### src/rtl/mips_multicycle_controller.sv
// Main control FSM for the multicycle MIPS core: sequences fetch, decode,
// execute, memory and writeback over the shared datapath, and stalls on the
// memory-ready handshake.
// Optional feature macro: MULTICYCLE_BNE_EN adds BNE support through the
// BRANCH state.
module mips_multicycle_controller (
    input  logic       Clk,
    input  logic       ResetN,
    input  logic [5:0] Op,
    input  logic [5:0] Funct,
    input  logic       Zero,
    input  logic       MemReady,
    output logic       IorD,
    output logic       MemWrite,
    output logic       IRWrite,
    output logic       RegDst,
    output logic       MemtoReg,
    output logic       RegWrite,
    output logic       ALUSrcA,
    output logic [1:0] ALUSrcB,
    output logic [2:0] ALUControl,
    output logic [1:0] PCSrc,
    output logic       PCEn,
    output logic       IllegalOp,
    output logic [3:0] State
);

    localparam int unsigned STATE_W = 4;

    localparam logic [5:0] OP_RTYPE = 6'b000000;
    localparam logic [5:0] OP_LW    = 6'b100011;
    localparam logic [5:0] OP_SW    = 6'b101011;
    localparam logic [5:0] OP_BEQ   = 6'b000100;
    localparam logic [5:0] OP_ADDI  = 6'b001000;
    localparam logic [5:0] OP_J     = 6'b000010;
`ifdef MULTICYCLE_BNE_EN
    localparam logic [5:0] OP_BNE   = 6'b000101;
`endif

    localparam logic [2:0] ALU_AND = 3'b000;
    localparam logic [2:0] ALU_OR  = 3'b001;
    localparam logic [2:0] ALU_ADD = 3'b010;
    localparam logic [2:0] ALU_SUB = 3'b110;
    localparam logic [2:0] ALU_SLT = 3'b111;
    localparam logic [2:0] ALU_SLL = 3'b100;

    typedef enum logic [STATE_W-1:0] {
        S_FETCH  = 4'd0,
        S_DECODE = 4'd1,
        S_MEMADR = 4'd2,
        S_MEMRD  = 4'd3,
        S_MEMWB  = 4'd4,
        S_MEMWR  = 4'd5,
        S_EXEC   = 4'd6,
        S_ALUWB  = 4'd7,
        S_BRANCH = 4'd8,
        S_ADDIEX = 4'd9,
        S_ADDIWB = 4'd10,
        S_JUMP   = 4'd11
    } state_e;

    state_e state_q, state_d;

    // State register; reset aborts any instruction and returns to FETCH
    always_ff @(posedge Clk or negedge ResetN) begin
        if (!ResetN) state_q <= S_FETCH;
        else         state_q <= state_d;
    end

`ifdef MULTICYCLE_BNE_EN
    logic bne_q, bne_d;

    // Remember in DECODE whether the branch is BNE so BRANCH can invert Zero
    always_comb begin
        bne_d = bne_q;
        if (state_q == S_DECODE) bne_d = (Op == OP_BNE);
    end

    // BNE flag register
    always_ff @(posedge Clk or negedge ResetN) begin
        if (!ResetN) bne_q <= 1'b0;
        else         bne_q <= bne_d;
    end
`endif

    // Next-state and Moore outputs, with MemReady/Zero as the only Mealy terms
    always_comb begin
        state_d    = S_FETCH;
        IorD       = 1'b0;
        MemWrite   = 1'b0;
        IRWrite    = 1'b0;
        RegDst     = 1'b0;
        MemtoReg   = 1'b0;
        RegWrite   = 1'b0;
        ALUSrcA    = 1'b0;
        ALUSrcB    = 2'b00;
        ALUControl = ALU_ADD;
        PCSrc      = 2'b00;
        PCEn       = 1'b0;
        IllegalOp  = 1'b0;

        case (state_q)
            S_FETCH: begin
                ALUSrcB = 2'b01;
                IRWrite = MemReady;
                PCEn    = MemReady;
                state_d = MemReady ? S_DECODE : S_FETCH;
            end
            S_DECODE: begin
                ALUSrcB = 2'b11;
                case (Op)
                    OP_LW, OP_SW: state_d = S_MEMADR;
                    OP_RTYPE:     state_d = S_EXEC;
                    OP_BEQ:       state_d = S_BRANCH;
`ifdef MULTICYCLE_BNE_EN
                    OP_BNE:       state_d = S_BRANCH;
`endif
                    OP_ADDI:      state_d = S_ADDIEX;
                    OP_J:         state_d = S_JUMP;
                    default: begin
                        state_d   = S_FETCH;
                        IllegalOp = 1'b1;
                    end
                endcase
            end
            S_MEMADR: begin
                ALUSrcA = 1'b1;
                ALUSrcB = 2'b10;
                state_d = (Op == OP_SW) ? S_MEMWR : S_MEMRD;
            end
            S_MEMRD: begin
                IorD    = 1'b1;
                state_d = MemReady ? S_MEMWB : S_MEMRD;
            end
            S_MEMWB: begin
                MemtoReg = 1'b1;
                RegWrite = 1'b1;
            end
            S_MEMWR: begin
                IorD     = 1'b1;
                MemWrite = 1'b1;
                state_d  = MemReady ? S_FETCH : S_MEMWR;
            end
            S_EXEC: begin
                ALUSrcA = 1'b1;
                case (Funct)
                    6'b100000: ALUControl = ALU_ADD;
                    6'b100010: ALUControl = ALU_SUB;
                    6'b100100: ALUControl = ALU_AND;
                    6'b100101: ALUControl = ALU_OR;
                    6'b101010: ALUControl = ALU_SLT;
                    6'b000000: ALUControl = ALU_SLL;
                    default:   ALUControl = ALU_ADD;
                endcase
                state_d = S_ALUWB;
            end
            S_ALUWB: begin
                RegDst   = 1'b1;
                RegWrite = 1'b1;
            end
            S_BRANCH: begin
                ALUSrcA    = 1'b1;
                ALUControl = ALU_SUB;
                PCSrc      = 2'b01;
`ifdef MULTICYCLE_BNE_EN
                PCEn       = bne_q ? ~Zero : Zero;
`else
                PCEn       = Zero;
`endif
            end
            S_ADDIEX: begin
                ALUSrcA = 1'b1;
                ALUSrcB = 2'b10;
                state_d = S_ADDIWB;
            end
            S_ADDIWB: begin
                RegWrite = 1'b1;
            end
            S_JUMP: begin
                PCSrc = 2'b10;
                PCEn  = 1'b1;
            end
            default: begin
                state_d = S_FETCH;
            end
        endcase

        // Strobes are killed the instant reset asserts, independent of MemReady
        if (!ResetN) begin
            IRWrite   = 1'b0;
            PCEn      = 1'b0;
            MemWrite  = 1'b0;
            RegWrite  = 1'b0;
            IllegalOp = 1'b0;
        end
    end

    assign State = 4'(state_q);

endmodule

### config.mk
export PLATFORM = sky130hd
export DESIGN_NAME = mips_multicycle_controller
export DESIGN_NICKNAME = d
export VERILOG_FILES = /design/src/rtl/mips_multicycle_controller.sv
export SDC_FILE = /design/constraint.sdc
export NUM_CORES = 1
export LEC_CHECK = 0
export ABC_CLOCK_PERIOD_IN_PS = 2800
export BUFFER_PORTS_ARGS = -buffer_cell sky130_fd_sc_hd__buf_2
export CAP_MARGIN = 20
export CORE_MARGIN = 2
export CORE_UTILIZATION = 46
export CTS_CLUSTER_SIZE = 30
export DETAILED_ROUTE_END_ITERATION = 8
export GPL_ROUTABILITY_DRIVEN = 0
export GPL_TIMING_DRIVEN = 0
export HOLD_SLACK_MARGIN = 0.05
export PLACE_DENSITY = 0.94
export SLEW_MARGIN = 10
export SYNTH_ARGS = -nofsm -noshare
export SYNTH_HDL_FRONTEND = slang
export SYNTH_SLANG_ARGS = --single-unit
export TNS_END_PERCENT = 100
### constraint.sdc
create_clock -name Clk -period 2.8 [get_ports Clk]
set_input_delay 0.84 -clock Clk [delete_from_list [all_inputs] [get_ports Clk]]
set_output_delay 0.84 -clock Clk [all_outputs]
set_load 0.05 [all_outputs]
==> results by group, run 1 <==
Global route
  • Total gr overflow: 0
  • Global-route wire length before repair: around 3100 um
  • Gr usage total: between 20% and 30%
  • Vias in the first global route: between 700 and 800
  • Initial antenna violation count: 0
  • Largest net degree at the start of global routing: 11

Layout
  • Sequential Area: roughly 100 um^2
  • Antenna cells: 0
  • Flip-flop count of the largest register after layout: 4
  • Nets: approximately 150
  • P&R area growth vs syn: 43.1%
  • FILL cells: between 100 and 150
  • Post-Layout Cell Count: around 140
  • Fraction of layout cells with a size suffix above 1: between 40% and 50%
  • Area of the multi-input gates: between 500 and 600 um^2

Worst setup path
  • Crit path cell chain: buf_2 > or3_4 > nor2_2 > o31a_1 > o21a_1 > buf_6
  • Setup CP Type: input pin to output port
  • Element type at the critical path start: input pin
  • Crit path DAT: ~1.9 ns
  • Critical path's slowest cell: or3_4
  • Slowest stage delay, CP: around 0.39 ns
  • Biggest fanout along the worst timing path: 3
  • CP endpoint kind: output port
  • Worst EP required: just under 2 ns

Synth
  • Mapped Area: about 650 um^2
  • Mapped Cells: 89
  • Yosys reg bits: 4
  • Syn_area_per_cell: a little over 7 um^2
  • Ys Warns: 0
  • Library cells used by synthesis: 40
  • Syn_nets: between 100 and 150
  • Post-synthesis sequential area ratio: between 15 and 20%

Placement
  • PortBufs: 35
  • Cell count after placement: 139
  • Place WS: -0.0174 ns
  • Final HPWL DP: approximately 1500 um

STA
  • Worst Slack Setup Final: around 0.05 ns
  • Part of the cycle the worst path needs: around 98%
  • Final Max Slew Viols: 0
  • Final Setup Violations: 0
  • Worst Tran Pin Value: 0.325 ns
  • Final Hold Vio Count: 0
  • Worst hold slack: between 0.4 and 0.5 ns
  • Slew HR: ~80%
  • Setup Skew: between 0.003 and 0.004 ns
  • Setup TNS: 0 ns
  • Fmax achieved: 364 MHz
  • Min Tclk post-route: between 2 and 3 ns

Detailed routing
  • DRT iter0 DRCs: 27
  • # DRC: 0
  • Via count: ~850
  • Routed wire length: approximately 1900 um
  • First-pass DRT Iterations: 7
  • DR WL/cell: approximately 13 um
  • Vias per cell: between 6 and 7
  • Post-DRT Antenna Nets: 0

Floorplanning
  • I/O pins: 36
  • Die outline height: 41.5 um
  • Rows: 13
  • Die Footprint: approximately 1700 um^2
  • CORE AREA: 1300 um^2
  • Die X-Extent: just over 40 um
  • Initial Util: around 50%

Clocking
  • Clock Latency Late Sink: about 0.23 ns
  • Root Buffer: clkbuf_4
  • Total CTS buffers: 3
  • TritonCTS Sinks: 4
  • CTS tree: built
  • CTS H-tree lvls: 1
  • CTS Buffer Depth: 2
  • Clk slew on worst S/H paths: 0.04 ns

Power
  • Pleak: approximately 0.42 nW
  • Power Total: roughly 1 mW
  • Clock power share: under 10%
  • Worst vdd rail ir drop: between 600 and 700 uV
  • Combinational Power Share: between 80% and 90%
  • Part of the power in registers: around 11%
  • Sw power: between 0.6 and 0.7 mW
  • Power per cell area: around 1100 nW/um^2
  • Int Pwr: approximately 0.36 mW
  • Sw Share: ~64%

Worst hold path
  • Hold Path Class: input pin to asynchronous set/reset pin

Run
  • Max-Cap Viols: 0

Run status
  • Outcome: completed
## timing repair
action	CTS	global route
resized for setup	1	3
pin swaps	0	3
endpoints found under the setup margin	1	2
setup buffers	0	0
hold endpoints to repair	0	0
hold buffers	0	0
## synthesized netlist by cell type
cell type | count | area share, %
o21ai_1 | 2 | 1.5
nand3_2 | 1 | 1.5
a211oi_1 | 1 | 1.2
nor3_2 | 1 | 1.5
o21ai_0 | 4 | 3.1
nand2b_2 | 1 | 1.4
buf_4 | 2 | 2.3
nand3_1 | 1 | 0.77
a21oi_1 | 5 | 3.9
a2111oi_2 | 1 | 2.3
dfrtp_1 | 4 | 15
nor2_1 | 9 | 5.2
and3_1 | 2 | 1.9
o31ai_1 | 1 | 1.2
xnor2_1 | 2 | 2.7
nor4_1 | 3 | 2.9
nand4_1 | 1 | 0.97
a22oi_1 | 1 | 1.2
nand3b_1 | 2 | 2.3
mux2i_1 | 2 | 3.1
o31a_1 | 1 | 1.4
a31oi_1 | 1 | 0.97
o21ai_2 | 1 | 1.4
nor4_4 | 1 | 3.3
nand4bb_1 | 1 | 1.7
a21o_1 | 2 | 2.3
nor3b_1 | 2 | 2.3
or3_1 | 2 | 1.9
inv_1 | 4 | 2.3
or2_2 | 1 | 0.97
nand2b_1 | 3 | 2.9
buf_6 | 2 | 3.5
or2_1 | 1 | 0.97
nor3_1 | 11 | 8.5
or2b_4 | 1 | 1.7
o211ai_1 | 1 | 1.2
nand2_1 | 5 | 2.9
xor2_1 | 1 | 1.4
buf_2 | 1 | 0.77
o21a_1 | 1 | 1.2
## path summary, 6_finish.rpt
check,slack (ns),cells past startpoint,to,start
setup / recovery,0.05,6,ALUControl[0],Funct[3]
hold / removal,0.42,1,State[1],ResetN
setup reg to reg,1.42,4,State[2],State[2]
hold reg to reg,0.67,2,State[1],State[1]
max in group asynchronous,2.24,1,State[3],ResetN
min in group Clk,0.67,2,State[1],State[1]
## power by group through the flow
stage          clock [mW]  sequential [mW]  combinational, mW
6_report           0.0711            0.110              0.822
3_3_place_gp            0            0.108              0.801
3_5_place_dp            0            0.108              0.818
2_1_floorplan           0            0.181              0.585
4_1_cts            0.0736            0.109              0.819
5_1_grt            0.0838            0.113              0.867
## worst max-delay path, delay by kind of cell
family | cells | cell delay [ns]
compound gates | 2 | 0.30
simple gates | 2 | 0.50
buf+inv | 2 | 0.28
## cell families after synthesis
logic type                count (synthesis)  share of synthesized area (%)
and+or+nand+nor                          49                           45.8
AOI/OAI and AO/OA                        22                           22.6
xor gates and xnor gates                  3                           4.06
DFF                                       4                           15.5
muxes                                     2                           3.09
buffers and inverters                     9                           8.90
## metrics by stage
| stage | utilization (%) | instance area (um^2) |
|---|---|---|
| global placement | 68.4 | 890 |
| finish | 71.2 | 926 |
| floorplan | - | 696 |
| detailed placement | 68.4 | 890 |
| global route | 71.2 | 926 |
| CTS | 70.3 | 915 |
## cells in the final DEF (no fill, tap or decap), drive strengths merged, types with 2 or more instances in the layout
cell type   n
mux2i       2
nand2b      4
clkbuf      3
or2         2
nand3       2
nor2        9
a21o        2
nor4        4
o21ai       7
nand3b      2
nor3b       2
xnor2       2
inv         4
nand2       5
and3        2
dfrtp       4
a21oi       5
nor3       12
buf        40
or3         2
## layer usage
layer,routed length (um),part of all wire (%),global-route usage [%],vias up
met3,117,6.2,5.22,2
met1,687,36,24.5,402
met2,1080,57,42.5,42
met4,15,0.79,7.10,0
li1,-,-,-,407
met5,0,0,0,-
## final cells by class
cell class | count | area share [%]
clock buffers | 3 | 2.43
flip-flops and latches | 4 | 10.8
repair buffers | 35 | 19.6
inverters | 4 | 1.62
plain buffers | 5 | 4.59
well taps | 15 | 2.03
multi-input cells | 76 | 58.9
Power figures use the tool's default switching activity.
==> run 2: changes to the inputs <==
CORE_UTILIZATION = 49   (was 46)
CTS_BUF_LIST = sky130_fd_sc_hd__clkbuf_4 sky130_fd_sc_hd__clkbuf_8   (was unset)
PLACE_DENSITY = 0.95   (was 0.94)
==> run 2 against run 1 <==
Against the previous run:
- cell count did not move
- flip-flop and latch count unchanged
- highest routed layer unchanged
- utilization is 1.2 points higher
==> results by group, run 2 (synthesis gave the netlist of run 1 again) <==
Run status
  • Outcome: completed

STA
  • Slew HR: 77.9%
  • Worst Tran Pin Value: roughly 0.33 ns
  • Final Max Slew Viols: 0
  • Setup TNS: 0 ns
  • Worst hold slack: roughly 0.41 ns
  • Min Tclk post-route: around 2.8 ns
  • Worst Slack Setup Final: roughly 0.045 ns
  • Part of the cycle the worst path needs: just under 100%
  • Fmax achieved: between 300 and 400 MHz
  • Final Setup Violations: 0
  • Unrepaired setup endpoints after global routing: false
  • Setup Skew: between 0.008 and 0.009 ns
  • Final Hold Vio Count: 0

Worst setup path
  • Worst EP required: approximately 2.0 ns
  • FF-to-FF Start: State[2]
  • Element type at the critical path start: input pin
  • Crit path from: Funct[5]
  • Crit path DAT: approximately 1.9 ns
  • Setup CP Type: input pin to output port
  • Worst R2R End: State[2]
  • Path depth of the worst reg2reg path: 4
  • Biggest fanout along the worst timing path: 4
  • CP endpoint kind: output port
  • Reg2Reg Setup Slack: 1.40 ns

Detailed routing
  • Vias per cell: around 5.8
  • Routed wire length: 1880 um
  • DRT iter0 DRCs: 27
  • DR WL/cell: between 10 and 15 um
  • Via count: 830
  • Post-DRT Antenna Nets: 0
  • # DRC: 0
  • First-pass DRT Iterations: 4

Floorplanning
  • I/O pins: 36
  • Die outline height: roughly 40 um
  • Rows: 13
  • CORE AREA: between 1000 and 1500 um^2
  • Die Footprint: approximately 1600 um^2
  • Initial Util: 51.0%
  • Die X-Extent: 40.3 um

Clocking
  • CTS Hold Bufs: 0
  • Clk slew on worst S/H paths: 0.04 ns
  • Root Buffer: clkbuf_4
  • CTS Buffer Depth: 2
  • Total CTS buffers: 3
  • CTS tree: built
  • Setup bufs post-CTS: 0
  • Clock Latency Late Sink: roughly 0.24 ns
  • TritonCTS Sinks: 4
  • CTS H-tree lvls: 1

Power
  • Pleak: between 0.4 and 0.5 nW
  • Worst vdd rail ir drop: approximately 680 uV
  • Power per cell area: ~1100 nW/um^2
  • Power Total: between 1 and 1.5 mW

Layout
  • Fraction of layout cells with a size suffix above 1: 46.5%
  • Final Util: roughly 72%
  • Nets: 145
  • P&R area growth vs syn: 42.0%
  • Post-Layout Cell Count: between 100 and 150
  • Commonest non-fill, non-tap cell in the layout: buf_2
  • Antenna cells: 0
  • Flip-flop count of the largest register after layout: 4
  • FILL cells: a little over 100
  • Commonest non-fill, non-tap cells in the layout: 35 x buf_2, 7 x nor2_1, 7 x nor3_1
  • Post-layout instance area: between 900 and 1000 um^2

Global route
  • Largest net degree at the start of global routing: 11
  • Gr usage total: about a quarter
  • Initial antenna violation count: 0
  • Global-route wire length before repair: around 2800 um
  • Vias in the first global route: between 600 and 700
  • Total gr overflow: 0

Placement
  • Cell count after placement: between 100 and 150
  • Final HPWL DP: roughly 1500 um
  • PortBufs: 35
  • Placed standard-cell area: approximately 900 um^2
  • Place WS: -0.0307 ns

Worst hold path
  • Hold Path Class: input pin to asynchronous set/reset pin

Run
  • Max-Cap Viols: 0
[run 2: cell count changes in the layout (fill, tap and decap cells not counted)]
cell	previous run	this run
nor2_1	6	7
nor2_2	2	1
or3_1	1	2
or3_4	1	0
[run 2: critical path, cell delays in order]
cell and delay [ns]:
buf_2 0.12, or3_1 0.39, nor2_1 0.10, o31a_1 0.17, o21a_1 0.14, buf_6 0.15
[run 2: routing by layer]
| metal | routed length, um | vias up | share of wire, % | track usage [%] |
|---|---|---|---|---|
| li1 | - | 411 | - | - |
| met1 | 686 | 382 | 36 | 26.7 |
| met2 | 1060 | 35 | 57 | 49.6 |
| met3 | 114 | 2 | 6.1 | 6.11 |
| met4 | 18 | 0 | 0.96 | 9.17 |
| met5 | 0 | - | 0 | 0 |
[run 2: repair_timing]
item | CTS | global route
hold endpoints to repair | 0 | 0
setup endpoints to repair | 1 | 1
resized for setup | 1 | 1
[run 2: final cells by class]
cell class	count	area (um^2)	area share, %
Multi-Input combinational cell	76	538	58.6
Timing Repair Buffer	35	181	19.8
Sequential cell	4	100	10.9
Buffer	5	42.5	4.63
Clock buffer	3	22.5	2.45
Tap cell	15	18.8	2.04
Inverter	4	15.0	1.63
[run 2: worst max path at each step]
stage,end,slack [ns],depth (start not counted)
after floorplan,IllegalOp,-0.14,4
after global placement,ALUControl[0],0.007,6
after detailed placement,ALUControl[0],-0.03,6
after CTS,ALUControl[0],0.02,6
after global routing,ALUControl[0],0.0003,6
final,ALUControl[0],0.05,6
[run 2: report_power, final]
part,internal [mW],switching (mW),leakage (nW)
clock network,0.0480,0.0247,0.0138
registers,0.0802,0.0311,0.0523
logic,0.233,0.588,0.355
